**src/rtl/ball_engine.sv**
```systemverilog
// Brick-breaker ball engine: moves a square ball once per movement tick, reflects off
// paddle, blocks and walls, and runs the serve / lost sequencing for the VGA path.
module ball_engine #(
    parameter int unsigned SCREEN_W   = 640,
    parameter int unsigned SCREEN_H   = 480,
    parameter int unsigned BALL_SIZE  = 20,
    parameter int unsigned TICK_DIV   = 416667,
    parameter int unsigned NUM_BLOCKS = 10,
    parameter int unsigned START_X    = 310,
    parameter int unsigned START_Y    = 400,
    parameter int unsigned LOST_TICKS = 60
) (
    input  logic                  clk,
    input  logic                  rst,
    input  logic [9:0]            x,
    input  logic [9:0]            y,
    input  logic                  active_pixels,
    input  logic                  serve,
    input  logic [1:0]            speed_sel,
    input  logic                  collide_paddle,
    input  logic [NUM_BLOCKS-1:0] collide_blocks,
    input  logic                  collide_side,
    output logic [23:0]           vga_color,
    output logic                  in_ball,
    output logic [9:0]            ball_x,
    output logic [9:0]            ball_y,
    output logic [9:0]            ball_size,
    output logic [1:0]            state,
    output logic                  ball_lost,
    output logic                  tick
);

    localparam int unsigned CW    = (TICK_DIV > 2) ? $clog2(TICK_DIV) : 1;
    localparam int unsigned LW    = (LOST_TICKS > 2) ? $clog2(LOST_TICKS) : 1;
    localparam int unsigned MAX_X = SCREEN_W - BALL_SIZE;
    localparam int unsigned MAX_Y = SCREEN_H - BALL_SIZE;

    typedef enum logic [1:0] {
        S_IDLE = 2'd0,
        S_MOVE = 2'd1,
        S_LOST = 2'd2
    } state_e;

    state_e          state_q, state_d;
    logic [CW-1:0]   cnt_q, cnt_d;
    logic            tick_q, tick_d;
    logic [LW-1:0]   lost_cnt_q, lost_cnt_d;
    logic [9:0]      x_q, x_d, y_q, y_d;
    logic            left_q, left_d;     // 0 = moving right
    logic            down_q, down_d;     // 0 = moving up
    logic [2:0]      v_q, v_d;
    logic            pad_q, pad_d, blk_q, blk_d, side_q, side_d;
    logic            lost_q, lost_d;
    logic [10:0]     nx, ny, vs;
    logic            ndx, ndy;

    always_ff @(posedge clk or posedge rst) begin
        if (rst) begin
            state_q    <= S_IDLE;
            cnt_q      <= '0;
            tick_q     <= 1'b0;
            lost_cnt_q <= '0;
            x_q        <= 10'(START_X);
            y_q        <= 10'(START_Y);
            left_q     <= 1'b0;
            down_q     <= 1'b0;
            v_q        <= 3'd1;
            pad_q      <= 1'b0;
            blk_q      <= 1'b0;
            side_q     <= 1'b0;
            lost_q     <= 1'b0;
        end else begin
            state_q    <= state_d;
            cnt_q      <= cnt_d;
            tick_q     <= tick_d;
            lost_cnt_q <= lost_cnt_d;
            x_q        <= x_d;
            y_q        <= y_d;
            left_q     <= left_d;
            down_q     <= down_d;
            v_q        <= v_d;
            pad_q      <= pad_d;
            blk_q      <= blk_d;
            side_q     <= side_d;
            lost_q     <= lost_d;
        end
    end

    always_comb begin
        state_d    = state_q;
        lost_cnt_d = lost_cnt_q;
        x_d        = x_q;
        y_d        = y_q;
        left_d     = left_q;
        down_d     = down_q;
        v_d        = v_q;
        lost_d     = 1'b0;
        nx         = {1'b0, x_q};
        ny         = {1'b0, y_q};
        vs         = 11'(v_q);
        ndx        = left_q;
        ndy        = down_q;

        // tick_q is high exactly while cnt_q sits at TICK_DIV-1
        cnt_d  = tick_q ? '0 : cnt_q + CW'(1);
        tick_d = (cnt_d == CW'(TICK_DIV - 1));

        // A hit seen in the tick cycle itself is carried into the next period
        pad_d  = tick_q ? collide_paddle   : (pad_q  | collide_paddle);
        blk_d  = tick_q ? |collide_blocks  : (blk_q  | (|collide_blocks));
        side_d = tick_q ? collide_side     : (side_q | collide_side);

        unique case (state_q)
            S_IDLE: begin
                x_d = 10'(START_X);
                y_d = 10'(START_Y);
                if (serve) begin
                    state_d = S_MOVE;
                    v_d     = 3'({1'b0, speed_sel}) + 3'd1;
                    left_d  = 1'b0;
                    down_d  = 1'b0;
                end
            end
            S_MOVE: begin
                if (tick_q) begin
                    if (pad_q && down_q)      ndy = 1'b0;
                    else if (blk_q && !side_q) ndy = ~down_q;
                    if (blk_q && side_q)      ndx = ~left_q;

                    // Wall handling runs after collisions and overrides them
                    if (!ndx) begin
                        nx = {1'b0, x_q} + vs;
                        if (nx >= 11'(MAX_X)) begin
                            nx  = 11'(MAX_X);
                            ndx = 1'b1;
                        end
                    end else if ({1'b0, x_q} <= vs) begin
                        nx  = '0;
                        ndx = 1'b0;
                    end else begin
                        nx = {1'b0, x_q} - vs;
                    end

                    if (!ndy) begin
                        if ({1'b0, y_q} <= vs) begin
                            ny  = '0;
                            ndy = 1'b1;
                        end else begin
                            ny = {1'b0, y_q} - vs;
                        end
                    end else begin
                        ny = {1'b0, y_q} + vs;
                        if (ny >= 11'(MAX_Y)) begin
                            ny      = 11'(MAX_Y);
                            state_d = S_LOST;
                            lost_d  = 1'b1;
                        end
                    end

                    x_d    = nx[9:0];
                    y_d    = ny[9:0];
                    left_d = ndx;
                    down_d = ndy;
                end
            end
            S_LOST: begin
                if (tick_q) begin
                    if (lost_cnt_q == LW'(LOST_TICKS - 1)) begin
                        state_d    = S_IDLE;
                        lost_cnt_d = '0;
                        x_d        = 10'(START_X);
                        y_d        = 10'(START_Y);
                        left_d     = 1'b0;
                        down_d     = 1'b0;
                    end else begin
                        lost_cnt_d = lost_cnt_q + LW'(1);
                    end
                end
            end
            default: state_d = S_IDLE;
        endcase
    end

    // Display decode straight from the position registers
    always_comb begin
        in_ball = active_pixels
                  && (x >= x_q) && ({1'b0, x} < ({1'b0, x_q} + 11'(BALL_SIZE)))
                  && (y >= y_q) && ({1'b0, y} < ({1'b0, y_q} + 11'(BALL_SIZE)));
        if (!in_ball)               vga_color = 24'h000000;
        else if (state_q == S_LOST) vga_color = 24'hFF0000;
        else                        vga_color = 24'hFFFFFF;
    end

    assign ball_x    = x_q;
    assign ball_y    = y_q;
    assign ball_size = 10'(BALL_SIZE);
    assign state     = state_q;
    assign ball_lost = lost_q;
    assign tick      = tick_q;

endmodule

```
**config.mk**
```make
export PLATFORM = sky130hd
export DESIGN_NAME = ball_engine
export DESIGN_NICKNAME = d
export VERILOG_FILES = /design/src/rtl/ball_engine.sv
export SDC_FILE = /design/constraint.sdc
export NUM_CORES = 1
export LEC_CHECK = 0
export CORE_ASPECT_RATIO = 1.2
export CORE_UTILIZATION = 60
export CTS_BUF_LIST = sky130_fd_sc_hd__clkbuf_2
export CTS_CLUSTER_DIAMETER = 150
export DETAILED_ROUTE_END_ITERATION = 10
export DONT_BUFFER_PORTS = 1
export GPL_TIMING_DRIVEN = 0
export PLACE_DENSITY = 0.79
export RECOVER_POWER = 100
export SLEW_MARGIN = 30
export SYNTH_ARGS = -nofsm -noshare
export SYNTH_HDL_FRONTEND = slang
export SYNTH_SLANG_ARGS = --single-unit
```
**constraint.sdc**
```tcl
create_clock -name clk -period 4.4 [get_ports clk]
set_input_delay 0.88 -clock clk [delete_from_list [all_inputs] [get_ports clk]]
set_output_delay 0.88 -clock clk [all_outputs]
set_load 0.05 [all_outputs]
```
After elaboration in Yosys (flattened, before gate mapping)

Index checks and enable logic that the tools add are counted.

Add/sub/neg operators: 9
Multipliers: 0
Div/mod/pow operators: 0
Magnitude comparators: 8
Equality and inequality tests: 10
Shift-type cells: 0
Muxes and demuxes: 51
Bitwise operators: 5
Reduce and logical (&&, ||, !) cells: 16

Operators by type and width:

| operator                                                                | count |
|---|---|
| 10-bit 2-to-1 mux                                                       | 12 |
| 10-bit one-hot mux with 3 select lines                                  | 2 |
| 1-bit 2-to-1 mux                                                        | 24 |
| 24-bit 2-to-1 mux                                                       | 1 |
| 10-bit by 3-bit adder with 11-bit output                                | 2 |
| 10-bit by 5-bit adder with 11-bit output, second input constant         | 2 |
| 10-bit by 11-bit < comparator with 1-bit output                         | 2 |
| 10-bit >= comparator                                                    | 2 |
| 10-bit by 3-bit less-or-equal comparator with 1-bit output              | 2 |
| 10-bit by 3-bit subtractor with 10-bit output                           | 2 |
| 19-bit by 1-bit adder with 19-bit output, second input constant         | 1 |
| 19-bit equality test, second input constant                             | 1 |
| 19-bit 2-to-1 mux                                                       | 1 |
| 16-bit 2-to-1 mux                                                       | 1 |
| 2-bit 2-to-1 mux                                                        | 6 |
| 2-bit != test, second input constant                                    | 6 |
| 11-bit by 10-bit >= comparator with 1-bit output, second input constant | 1 |
| 11-bit by 9-bit >= comparator with 1-bit output, second input constant  | 1 |
| 10-bit OR reduction                                                     | 1 |
| 1-bit logical AND                                                       | 7 |
| 6-bit by 1-bit adder with 6-bit output, second input constant           | 1 |
| 6-bit equality test, second input constant                              | 1 |
| 6-bit 2-to-1 mux                                                        | 1 |
| 1-bit one-hot mux with 3 select lines                                   | 2 |
| 13 further kinds                                                        | 17 |

Flip-flop bits (word level): 57
Latch bits: 0
RAM bits: 0
Bits in read-only memories: 0
Bits of input ports: 38
Logic and storage cells: 112
Memories kept: 0

Longest topological paths before layout

Gate-level depths: netlist (run 1).

Depth after elaboration: 9
Depth in mapped cells: 13
Depth with buffers taken out: 12

Least setup slack after synthesis (run 1)

Ideal clock, no wire load.

Path type: register to output
Start point: register y_q[3], in the netlist ball_y[3]
End point: output vga_color[10]
Data arrival time: 4739 ps
Required time: 3520 ps
Slack: -1219 ps
Stages on the path, launching flop included: 11
Buffers on the path: 2
Path through: dfrtp_1 clkbuf_1 a21oi_1 or3_1 xnor2_1 ha_1 a2111o_1 o31ai_1 and4_1 nor2b_1 buf_4

Cells in the longest elaborated chain, start to end: 4
Elaborated cells on any way between the ends: 6
Those cells by class: 1 x add/sub; 2 x order compare; 1 x mux; 2 x reduce/logical

Ends and longest elaborated chain:

| item                                                                                        | line | source |
|---|---|---|
| from (decl)                                                                                 | 48   | `logic [9:0] x_q, x_d, y_q, y_d;` |
| from (signal assigned)                                                                      | 64   | `y_q <= 10'(START_Y);` |
| from (signal assigned)                                                                      | 78   | `y_q <= y_d;` |
| 10-bit by 5-bit adder with 11-bit output / 10-bit >= comparator (equally long branches)     | 188  | `&& (y >= y_q) && ({1'b0, y} < ({1'b0, y_q} + 11'(BALL_SIZE)));` |
| 10-bit by 11-bit < comparator with 1-bit output / 1-bit logical AND (equally long branches) | 188  |  |
| 1-bit logical AND (*)                                                                       | 188  |  |
| via in_ball                                                                                 | 24   | `output logic in_ball,` |
| 24-bit 2-to-1 mux (*)                                                                       | 189  | `if (!in_ball) vga_color = 24'h000000;` |
| to (decl)                                                                                   | 23   | `output logic [23:0] vga_color,` |

Mark *: on every way through the listed nets, which the timed path passes. The rest lies on a longest branch.

Final worst setup path (run 1)

Start point: register y_q[4], in the netlist ball_y[4]
End point: output vga_color[6]

Same word-level chain as after synthesis.

==> summary.md, run 1 <==
| Metric | Value |
|---|---|
| Starting Density | 62.8% |
| Weighted congestion at the end of routability-driven global placement | 0.946 |
| Final critical path time including I/O delays and setup | 5070 ps |
| Sequential cell area fraction in the yosys report | 26.3% |
| Max Root-Sink Buffers | 2 |
| Hold crit path type | input pin to asynchronous set/reset pin |
| Maximum capacitance violations | 2 |
| IO Port Bufs | 0 |
| Clk pin slew, worst setup/hold paths | 200 ps |
| Cell area after layout | 0.00614 mm² |
| Leakage | 2.63 nW |
| Clock tree from TritonCTS | yes |
| Routed len/inst | 18.8 µm |
| Portion of netlist area occupied by mux cells | 1.83% |
| Critical Path AT | 4190 ps |
| Final Total Pwr | 1.32 mW |
| Part of the total power dissipated in the clock network | 30.7% |
| Reg-to-reg startpoint | ball_x[1] |
| Post-Synth XOR/XNOR Area | 6.41% |
| Root buffer cell | sky130_fd_sc_hd__clkbuf_2 |
| Total clock buffers created by CTS | 9 |
| Synth Area in Compound Gates | 21.2% |
| Final count of pins violating max slew | 37 |
| Synth unique cells | 80 |
| Via Count | 5083 |
| First-pass GRT wire length | 23.9 mm |
| Violated checks | max-capacitance violations, max-slew violations, negative setup slack |
| Skew-Pair Late Insertion Delay | 540 ps |
| Num Clock Sinks | 57 |
| Fill cells | 743 |
| Power density over the cells | 216 mW/mm² |
| Instance area at placement | 0.00568 mm² |
| Worst IR drop on VDD | 0.203 mV |
| Category of the worst setup path capture point | output pin |
| Area enclosed by the die boundary | 0.00949 mm² |
| Total wire length after detailed routing | 15.3 mm |
| Startpoint Class | flip-flop |
| Yosys Warn Count | 0 |
| Endpoints failing setup | 24 |
| Worst slew pin tran | 1970 ps |
| Grt ovf | 0 |
| Routed vias/inst | 6.27 |
| Share of layout cells above drive strength 1 | 18.6% |
| Worst-case headroom to the max-slew limit | -31.1% |
| Worst hold slack | 344 ps |
| Worst reg2reg endpoint | ball_x[6] |
| DRT antenna net count | 0 |
| Slack of the worst reg-to-reg path | 140 ps |
| Post-Synthesis Cells | 654 |
| Final Hold Vio Count | 0 |
| Asr flop ratio synth | 100% |
| Core Box Area | 0.00870 mm² |
| Simple-gate portion of the synthesized area | 20.7% |
| Final layout net count | 783 |
| Combinational share of power | 25.0% |
| Run status | finished, violations left |
| Adder-cell share of the synthesized area | 13.6% |
| Area growth, synth to finish | 12.3% |
| Seq pwr share | 44.3% |
| Placement row count | 37 |
| H-tree depth | 3 |
| Period Utilization, post-route | 115% |
| Number of buffers added to fix hold violations after cts | 0 |
| Initial antenna violation count | 1 |
| Die W | 89.1 µm |
| Average cell area after synthesis | 8.35 µm² |
| Setup CP Type | flip-flop to output pin |
| Design internal power | 0.857 mW |
| Largest family of logic cells by synthesized area | compound AO/OA/AOI/OAI gates |
| Ys flop type | sky130_fd_sc_hd__dfrtp_1 |
| GR Util All Layers | 33.0% |
| Worst Reg2Reg Path Length in Cells | 8 |
| Detailed Place HPWL | 10.9 mm |
| Height of the chip | 107 µm |
| Switching share of power | 35.3% |
| Number of detailed-route iterations in the first pass | 6 |
| Count of routing violations after the opening detailed-route iteration | 471 |
| Largest net degree at the start of global routing | 37 |
| Remaining routing DRC violations | 0 |
| Flop and latch count out of synthesis | 57 |
| IO Pins | 97 |
| Via count of the first global-routing pass | 4940 |
| Number of enable-type register cells in the synthesized netlist | 0 |
| Max Clock Freq | 197 MHz |
| Final core utilization | 70.5% |
| RSZ-0062 raised after global routing | true |
| Setup clock skew after layout | 31.9 ps |
| Post-Syn Area | 0.00546 mm² |
| Net switching power | 0.467 mW |
| Critical Path Fanout Max | 7 |
| Min setup slack post-route | -669 ps |
| Data required time of the worst path | 3520 ps |
| Final setup TNS | -9370 ps |
-- Yosys cell counts, drive strengths merged (10+ instances only) --
cell / instances / area share [%]
buf: 48 / 6.3
clkbuf: 14 / 0.96
nor3: 14 / 1.3
o211ai: 10 / 1.4
xnor2: 25 / 4.0
xor2: 15 / 2.4
and3: 11 / 1.6
nand2: 49 / 3.4
dfrtp: 48 / 22
inv: 36 / 2.5
nand3: 24 / 2.2
o21ai: 39 / 3.6
nor2: 58 / 4.2
nand2b: 11 / 1.3
a21o: 10 / 1.4
ha: 53 / 12
a21oi: 38 / 3.5
-- what timing repair did --
| action | in CTS | in global routing |
|---|---|---|
| gates cloned | 3 | 0 |
| buffers inserted | 6 | 5 |
| endpoints found under the setup margin | 25 | 25 |
| endpoints found under the hold margin | 0 | 0 |
| pin swaps | 10 | 6 |
| gates resized for setup | 49 | 25 |
-- power groups by stage --
stage,clock network [mW],registers (mW),logic (mW)
after floorplan,0,0.586,0.243
after global placement,0,0.592,0.282
after detailed placement,0,0.592,0.295
after CTS,0.409,0.585,0.321
after global routing,0.433,0.589,0.365
final,0.406,0.587,0.331
-- metal layers --
metal  wire (µm)  vias to the layer above  share of wire, %  global-route usage [%]
met5           0                        -                 0                       0
met4         536                        0               3.5                    14.2
met3        1150                       51               7.5                    7.30
met2        7570                      246                50                    55.0
met1        6020                     2391                39                    40.5
li1            -                     2395                 -                       -
-- kinds of logic (layout without fill, tap and decap cells) --
family / after synthesis / after routing
buf+inv: 100 / 128
simple gates: 218 / 221
flops: 57 / 57
mux: 9 / 9
fa+ha+maj: 57 / 57
other cells: 2 / 11
compound gates: 171 / 171
xor+xnor: 40 / 40
-- worst max-delay path, stage by stage (launching register included) --
cell and delay, ps:
sky130_fd_sc_hd__dfstp_4 780, sky130_fd_sc_hd__buf_8 140, sky130_fd_sc_hd__buf_6 100, sky130_fd_sc_hd__buf_4 130, sky130_fd_sc_hd__inv_1 80, sky130_fd_sc_hd__ha_1 280
sky130_fd_sc_hd__o21a_1 120, sky130_fd_sc_hd__o211ai_1 80, sky130_fd_sc_hd__o21ai_0 610, sky130_fd_sc_hd__and4_4 550, sky130_fd_sc_hd__nor2b_4 570, sky130_fd_sc_hd__buf_8 220
-- sequential cells by signal, indices dropped and copies added, names as in the netlist --
signal      count
v_q             3
state           2
ball_y         10
ball_x         10
pad_q           1
side_q          1
ball_lost       1
lost_cnt_q      6
cnt_q          19
down_q          1
blk_q           1
tick            1
left_q          1
-- worst max path at each step --
stage,start,endpoint,slack (ps),cells past startpoint
finish,ball_y[4],vga_color[6],-670,11
global route,ball_y[7],vga_color[10],-740,10
CTS,ball_y[4],vga_color[14],-630,10
detailed placement,ball_y[2],vga_color[6],-640,10
global placement,ball_y[2],vga_color[13],-490,10
floorplan,ball_y[4],vga_color[10],-30,10
-- area by class of cell --
cell class	instances	area [µm²]	share of cell area [%]
Buffer	62	538	8.77
Clock buffer	10	50.0	0.816
Timing Repair Buffer	12	90.1	1.47
Inverter	38	149	2.43
Antenna cell	1	2.50	0.0408
Sequential cell	57	1460	23.8
Clock inverter	6	82.6	1.35
Tap cell	117	146	2.39
Multi-Input combinational cell	508	3620	59.0
-- through the flow --
step                      cells  setup WS [ps]
after floorplan             662          -26.4
after global placement      779           -485
after detailed placement    780           -638
after CTS                   805           -635
after global routing        811           -743
final                       811           -669
-- cell usage in the layout, fill, tap and decap left out, drive strengths merged, types with 4 or more instances in the layout --
| master | netlist | routed |
|---|---|---|
| mux2 | 5 | 5 |
| and3 | 11 | 11 |
| nand4 | 9 | 9 |
| dfrtp | 48 | 48 |
| a21o | 10 | 10 |
| conb | 2 | 10 |
| a31oi | 7 | 7 |
| fa | 4 | 4 |
| and4 | 3 | 4 |
| o21ai | 39 | 39 |
| nand2 | 49 | 49 |
| o31ai | 8 | 8 |
| or3 | 5 | 5 |
| nor4 | 6 | 6 |
| nand2b | 11 | 11 |
| nor2b | 9 | 11 |
| nor2 | 58 | 58 |
| mux2i | 4 | 4 |
| o21a | 8 | 8 |
| dfstp | 9 | 9 |
| ha | 53 | 53 |
| xnor2 | 25 | 25 |
| inv | 36 | 35 |
| nor3 | 14 | 14 |
| o211ai | 10 | 10 |
| a211oi | 6 | 6 |
| clkbuf | 14 | 23 |
| a21oi | 38 | 38 |
| buf | 48 | 61 |
| nand3 | 24 | 24 |
| clkinvlp | 0 | 4 |
| xor2 | 15 | 15 |
Power figures use the tool's default switching activity.
==> run 2: changes to the inputs <==
- ABC_AREA: unset -> 1
- PLACE_DENSITY: 0.79 -> 0.89
==> run 2 against run 1 <==
Against the previous run:
- the flow still finishes with violations (max-capacitance violations, max-slew violations, negative setup slack)
- register-to-register slack improved by 1600 ps
- via count rose by 6.1%
- setup slack improved by 460 ps
- global-route usage fell by 3.2 points
- sequential share of layout area fell by 0.39 points
- sequential power fell by 11%
- critical path type unchanged
==> summary.md, run 2 <==
| Metric | Value |
|---|---|
| Synth area leaders | sky130_fd_sc_hd__dfrtp_1, sky130_fd_sc_hd__nand2_1, sky130_fd_sc_hd__ha_1, sky130_fd_sc_hd__inv_1, sky130_fd_sc_hd__nor2_1 (was sky130_fd_sc_hd__dfrtp_1, sky130_fd_sc_hd__ha_1, sky130_fd_sc_hd__buf_4, sky130_fd_sc_hd__dfstp_2, sky130_fd_sc_hd__xnor2_1) |
| Final count of pins violating max slew | 46 (was 37) |
| Final core utilization | 71.4% (was 70.5%) |
| Average cell area after synthesis | 7.11 µm² (was 8.35 µm²) |
| Max Clock Freq | 217 MHz (was 197 MHz) |
| Area enclosed by the die boundary | 0.00958 mm² (was 0.00949 mm²) |
| Period Utilization, post-route | 105% (was 115%) |
| Routed vias/inst | 5.76 (was 6.27) |
| Worst slew pin tran | 2450 ps (was 1970 ps) |
| Largest area contributor in the netlist | sky130_fd_sc_hd__dfrtp_1 (unchanged) |
| Worst IR drop on VDD | 0.278 mV (was 0.203 mV) |
| Post-Synthesis Cells | 776 (was 654) |
| Clock tree from TritonCTS | yes (unchanged) |
| First-pass GRT wire length | 22.0 mm (was 23.9 mm) |
| Final Total Pwr | 1.02 mW (was 1.32 mW) |
| Data required time of the worst path | 3520 ps (about the same) |
| Number of buffers and inverters on the critical path | 1 (was 5) |
| Final critical path time including I/O delays and setup | 4610 ps (was 5070 ps) |
| Synth unique cells | 53 (was 80) |
| Root buffer cell | sky130_fd_sc_hd__clkbuf_2 (unchanged) |
| Number of detailed-route iterations in the first pass | 6 (unchanged) |
| Leakage | 3.21 nW (was 2.63 nW) |
| Number of placed instances with taps included | 902 (was 780) |
| Most used cells in the layout excluding fill and tap cells | sky130_fd_sc_hd__nand2_1, sky130_fd_sc_hd__inv_1, sky130_fd_sc_hd__nor2_1, sky130_fd_sc_hd__ha_1, sky130_fd_sc_hd__dfrtp_1 (was sky130_fd_sc_hd__nor2_1, sky130_fd_sc_hd__ha_1, sky130_fd_sc_hd__nand2_1, sky130_fd_sc_hd__dfrtp_1, sky130_fd_sc_hd__a21oi_1) |
| Worst-case headroom to the max-slew limit | -63.1% (was -31.1%) |
| Worst reg2reg endpoint | ball_x[9] (was ball_x[6]) |
| Slack of the worst reg-to-reg path | 1710 ps (was 140 ps) |
| Share of layout cells above drive strength 1 | 20.0% (was 18.6%) |
| IO Pins | 97 (unchanged) |
| Instance area at placement | 0.00572 mm² (was 0.00568 mm²) |
| Setup clock skew after layout | 37.8 ps (was 31.9 ps) |
| Post-Syn Area | 0.00552 mm² (was 0.00546 mm²) |
| Clk pin slew, worst setup/hold paths | 200 ps (about the same) |
| Fill cells | 633 (was 743) |
| Placement row count | 37 (unchanged) |
| Die W | 89.5 µm (was 89.1 µm) |
| Sequential cell area fraction in the yosys report | 26.1% (was 26.3%) |
| Library cell contributing the largest single delay on the critical path | sky130_fd_sc_hd__dfrtp_4 (was sky130_fd_sc_hd__dfstp_4) |
| Reg-to-reg startpoint | ball_x[0] (was ball_x[1]) |
| Max reg flops | 19 (unchanged) |
| Fraction of synthesized cell area taken by the top area cell type | 21.8% (was 22.0%) |
| Area taken by flip-flops and latches | 0.00146 mm² (about the same) |
| Largest net degree at the start of global routing | 46 (was 37) |
| Via count of the first global-routing pass | 5033 (was 4940) |
| Category of the worst setup path capture point | output pin (unchanged) |
| Critical Path Fanout Max | 6 (was 7) |
| Yosys Warn Count | 0 (unchanged) |
| GR Util All Layers | 29.8% (was 33.0%) |
| Grt ovf | 0 (unchanged) |
| Skew-Pair Late Insertion Delay | 510 ps (was 540 ps) |
| Asr flop ratio synth | 100% (unchanged) |
| Number of buffers added to fix hold violations after cts | 0 (unchanged) |
| RSZ-0062 raised after global routing | true (unchanged) |
| Num Clock Sinks | 57 (unchanged) |
| Setup slack at placement | -213 ps (was -638 ps) |
| Weighted congestion at the end of routability-driven global placement | 0.933 (was 0.946) |
| Startpoint Class | flip-flop (unchanged) |
| Cell class contributing the biggest share of worst-path delay | simple AND/OR/NAND/NOR gates (unchanged) |
| Power density over the cells | 164 mW/mm² (was 216 mW/mm²) |
| Remaining routing DRC violations | 0 (unchanged) |
| Run status | finished, violations left (unchanged) |
| Flop and latch count out of synthesis | 57 (unchanged) |
| Cell area after layout | 0.00625 mm² (was 0.00614 mm²) |
| Starting Density | 63.0% (was 62.8%) |
| Most used standard cell by instance count after synthesis | sky130_fd_sc_hd__nand2_1 (was sky130_fd_sc_hd__nor2_1) |
| Max Root-Sink Buffers | 2 (unchanged) |
| Count of routing violations after the opening detailed-route iteration | 585 (was 471) |
| Violated checks | max-capacitance violations, max-slew violations, negative setup slack (unchanged) |
| Register with the most flip-flops | cnt_q (unchanged) |
| Setup CP Type | flip-flop to output pin (unchanged) |
| Min setup slack post-route | -205 ps (was -669 ps) |
| Area growth, synth to finish | 13.3% (was 12.3%) |
| Height of the chip | 107 µm (about the same) |
| Post-layout instance count excluding filler cells | 936 (was 811) |
| Detailed Place HPWL | 10.4 mm (was 10.9 mm) |
| Critical path cell sequence | ha_1 -> o21ai_1 -> nor2_1 -> xor2_1 -> ha_1 -> a21oi_1 -> o21ai_0 -> nor3_2 -> nand3_4 -> nor2_4 -> buf_8 (was buf_8 -> buf_6 -> buf_4 -> inv_1 -> ha_1 -> o21a_1 -> o211ai_1 -> o21ai_0 -> and4_4 -> nor2b_4 -> buf_8) |
| Final Hold Vio Count | 0 (unchanged) |
| Worst Reg2Reg Path Length in Cells | 12 (was 8) |
| Most frequent cells after synthesis | sky130_fd_sc_hd__nand2_1, sky130_fd_sc_hd__inv_1, sky130_fd_sc_hd__nor2_1, sky130_fd_sc_hd__ha_1, sky130_fd_sc_hd__dfrtp_1 (was sky130_fd_sc_hd__nor2_1, sky130_fd_sc_hd__ha_1, sky130_fd_sc_hd__nand2_1, sky130_fd_sc_hd__dfrtp_1, sky130_fd_sc_hd__a21oi_1) |
| Hold crit path type | input pin to asynchronous set/reset pin (unchanged) |
| Ys flop type | sky130_fd_sc_hd__dfrtp_1 (unchanged) |
| Peak per-stage delay on the critical path | 630 ps (was 780 ps) |
| Number of enable-type register cells in the synthesized netlist | 0 (unchanged) |
| Initial antenna violation count | 1 (unchanged) |
| Maximum capacitance violations | 1 (was 2) |
| Total clock buffers created by CTS | 9 (unchanged) |
| Total wire length after detailed routing | 14.5 mm (was 15.3 mm) |
| Endpoints failing setup | 20 (was 24) |
| Routed len/inst | 15.5 µm (was 18.8 µm) |
| DRT antenna net count | 0 (unchanged) |
| H-tree depth | 3 (unchanged) |
| Worst path most repeated cell | sky130_fd_sc_hd__ha_1 (was sky130_fd_sc_hd__buf_8) |
| Via Count | 5392 (was 5083) |
| Core Box Area | 0.00875 mm² (was 0.00870 mm²) |
| Final layout net count | 908 (was 783) |
| Critical Path AT | 3730 ps (was 4190 ps) |
| IO Port Bufs | 0 (unchanged) |
| Area of the multi-input gates | 0.00348 mm² (was 0.00362 mm²) |
| Most frequent standard cell in the layout excluding fill and tap cells | sky130_fd_sc_hd__nand2_1 (was sky130_fd_sc_hd__nor2_1) |
run 2: repair_timing:
| item | CTS | global route |
|---|---|---|
| endpoints found under the setup margin | 25 | 25 |
| buffers inserted | 7 | 6 |
| pin swaps | 8 | 14 |
| gates cloned | 2 | 2 |
| gates resized for setup | 28 | 58 |
run 2: area by class of cell:
| cell class | count | share of cell area [%] |
|---|---|---|
| clock inverters | 6 | 1.32 |
| clock buffers | 10 | 0.801 |
| repair buffers | 15 | 1.82 |
| diodes | 1 | 0.0400 |
| repair inverters | 1 | 0.120 |
| plain buffers | 47 | 7.71 |
| multi-input cells | 571 | 55.7 |
| well taps | 117 | 2.34 |
| inverters | 111 | 6.79 |
| flip-flops and latches | 57 | 23.4 |
run 2: where the power goes:
part / switching [mW] / leakage [nW] / internal (mW)
clock network: 0.210 / 0.0817 / 0.187
registers: 0.0000000000000000179 / 0.701 / 0.524
logic: 0.0695 / 2.43 / 0.0333
total: 0.280 / 3.21 / 0.745
run 2: logic make-up after synthesis:
kind of cell | Yosys count | synth area share, %
AO/OA/AOI/OAI | 101 | 11.2
flip-flops | 57 | 26.1
XOR/XNOR | 30 | 5.04
other | 2 | 0.136
adder cells (fa/ha/maj) | 57 | 13.5
AND/OR/NAND/NOR | 371 | 30.3
buffers and inverters | 158 | 13.8
run 2: stage by stage:
stage               setup TNS, ps  hold WS (ps)
floorplan                       0           454
global placement            -1960           510
detailed placement          -3160           521
CTS                         -3030           122
global route                -5250           243
finish                      -2960           259
run 2: worst max path at each step:
| stage | startpoint | to | cells past startpoint |
|---|---|---|---|
| after floorplan | ball_y[3] | vga_color[10] | 13 |
| after global placement | ball_y[3] | vga_color[15] | 12 |
| after detailed placement | ball_x[5] | vga_color[1] | 15 |
| after CTS | ball_x[4] | vga_color[1] | 15 |
| after global routing | ball_y[2] | vga_color[8] | 13 |
| final | ball_y[2] | vga_color[3] | 11 |
run 2: routing by layer:
| metal | part of all wire (%) | track usage (%) | vias to the layer above |
|---|---|---|---|
| met5 | 0 | 0 | - |
| met4 | 3.1 | 12.7 | 0 |
| met3 | 7.7 | 8.39 | 56 |
| met2 | 51 | 52.5 | 277 |
| met1 | 38 | 32.9 | 2497 |
| li1 | - | - | 2562 |
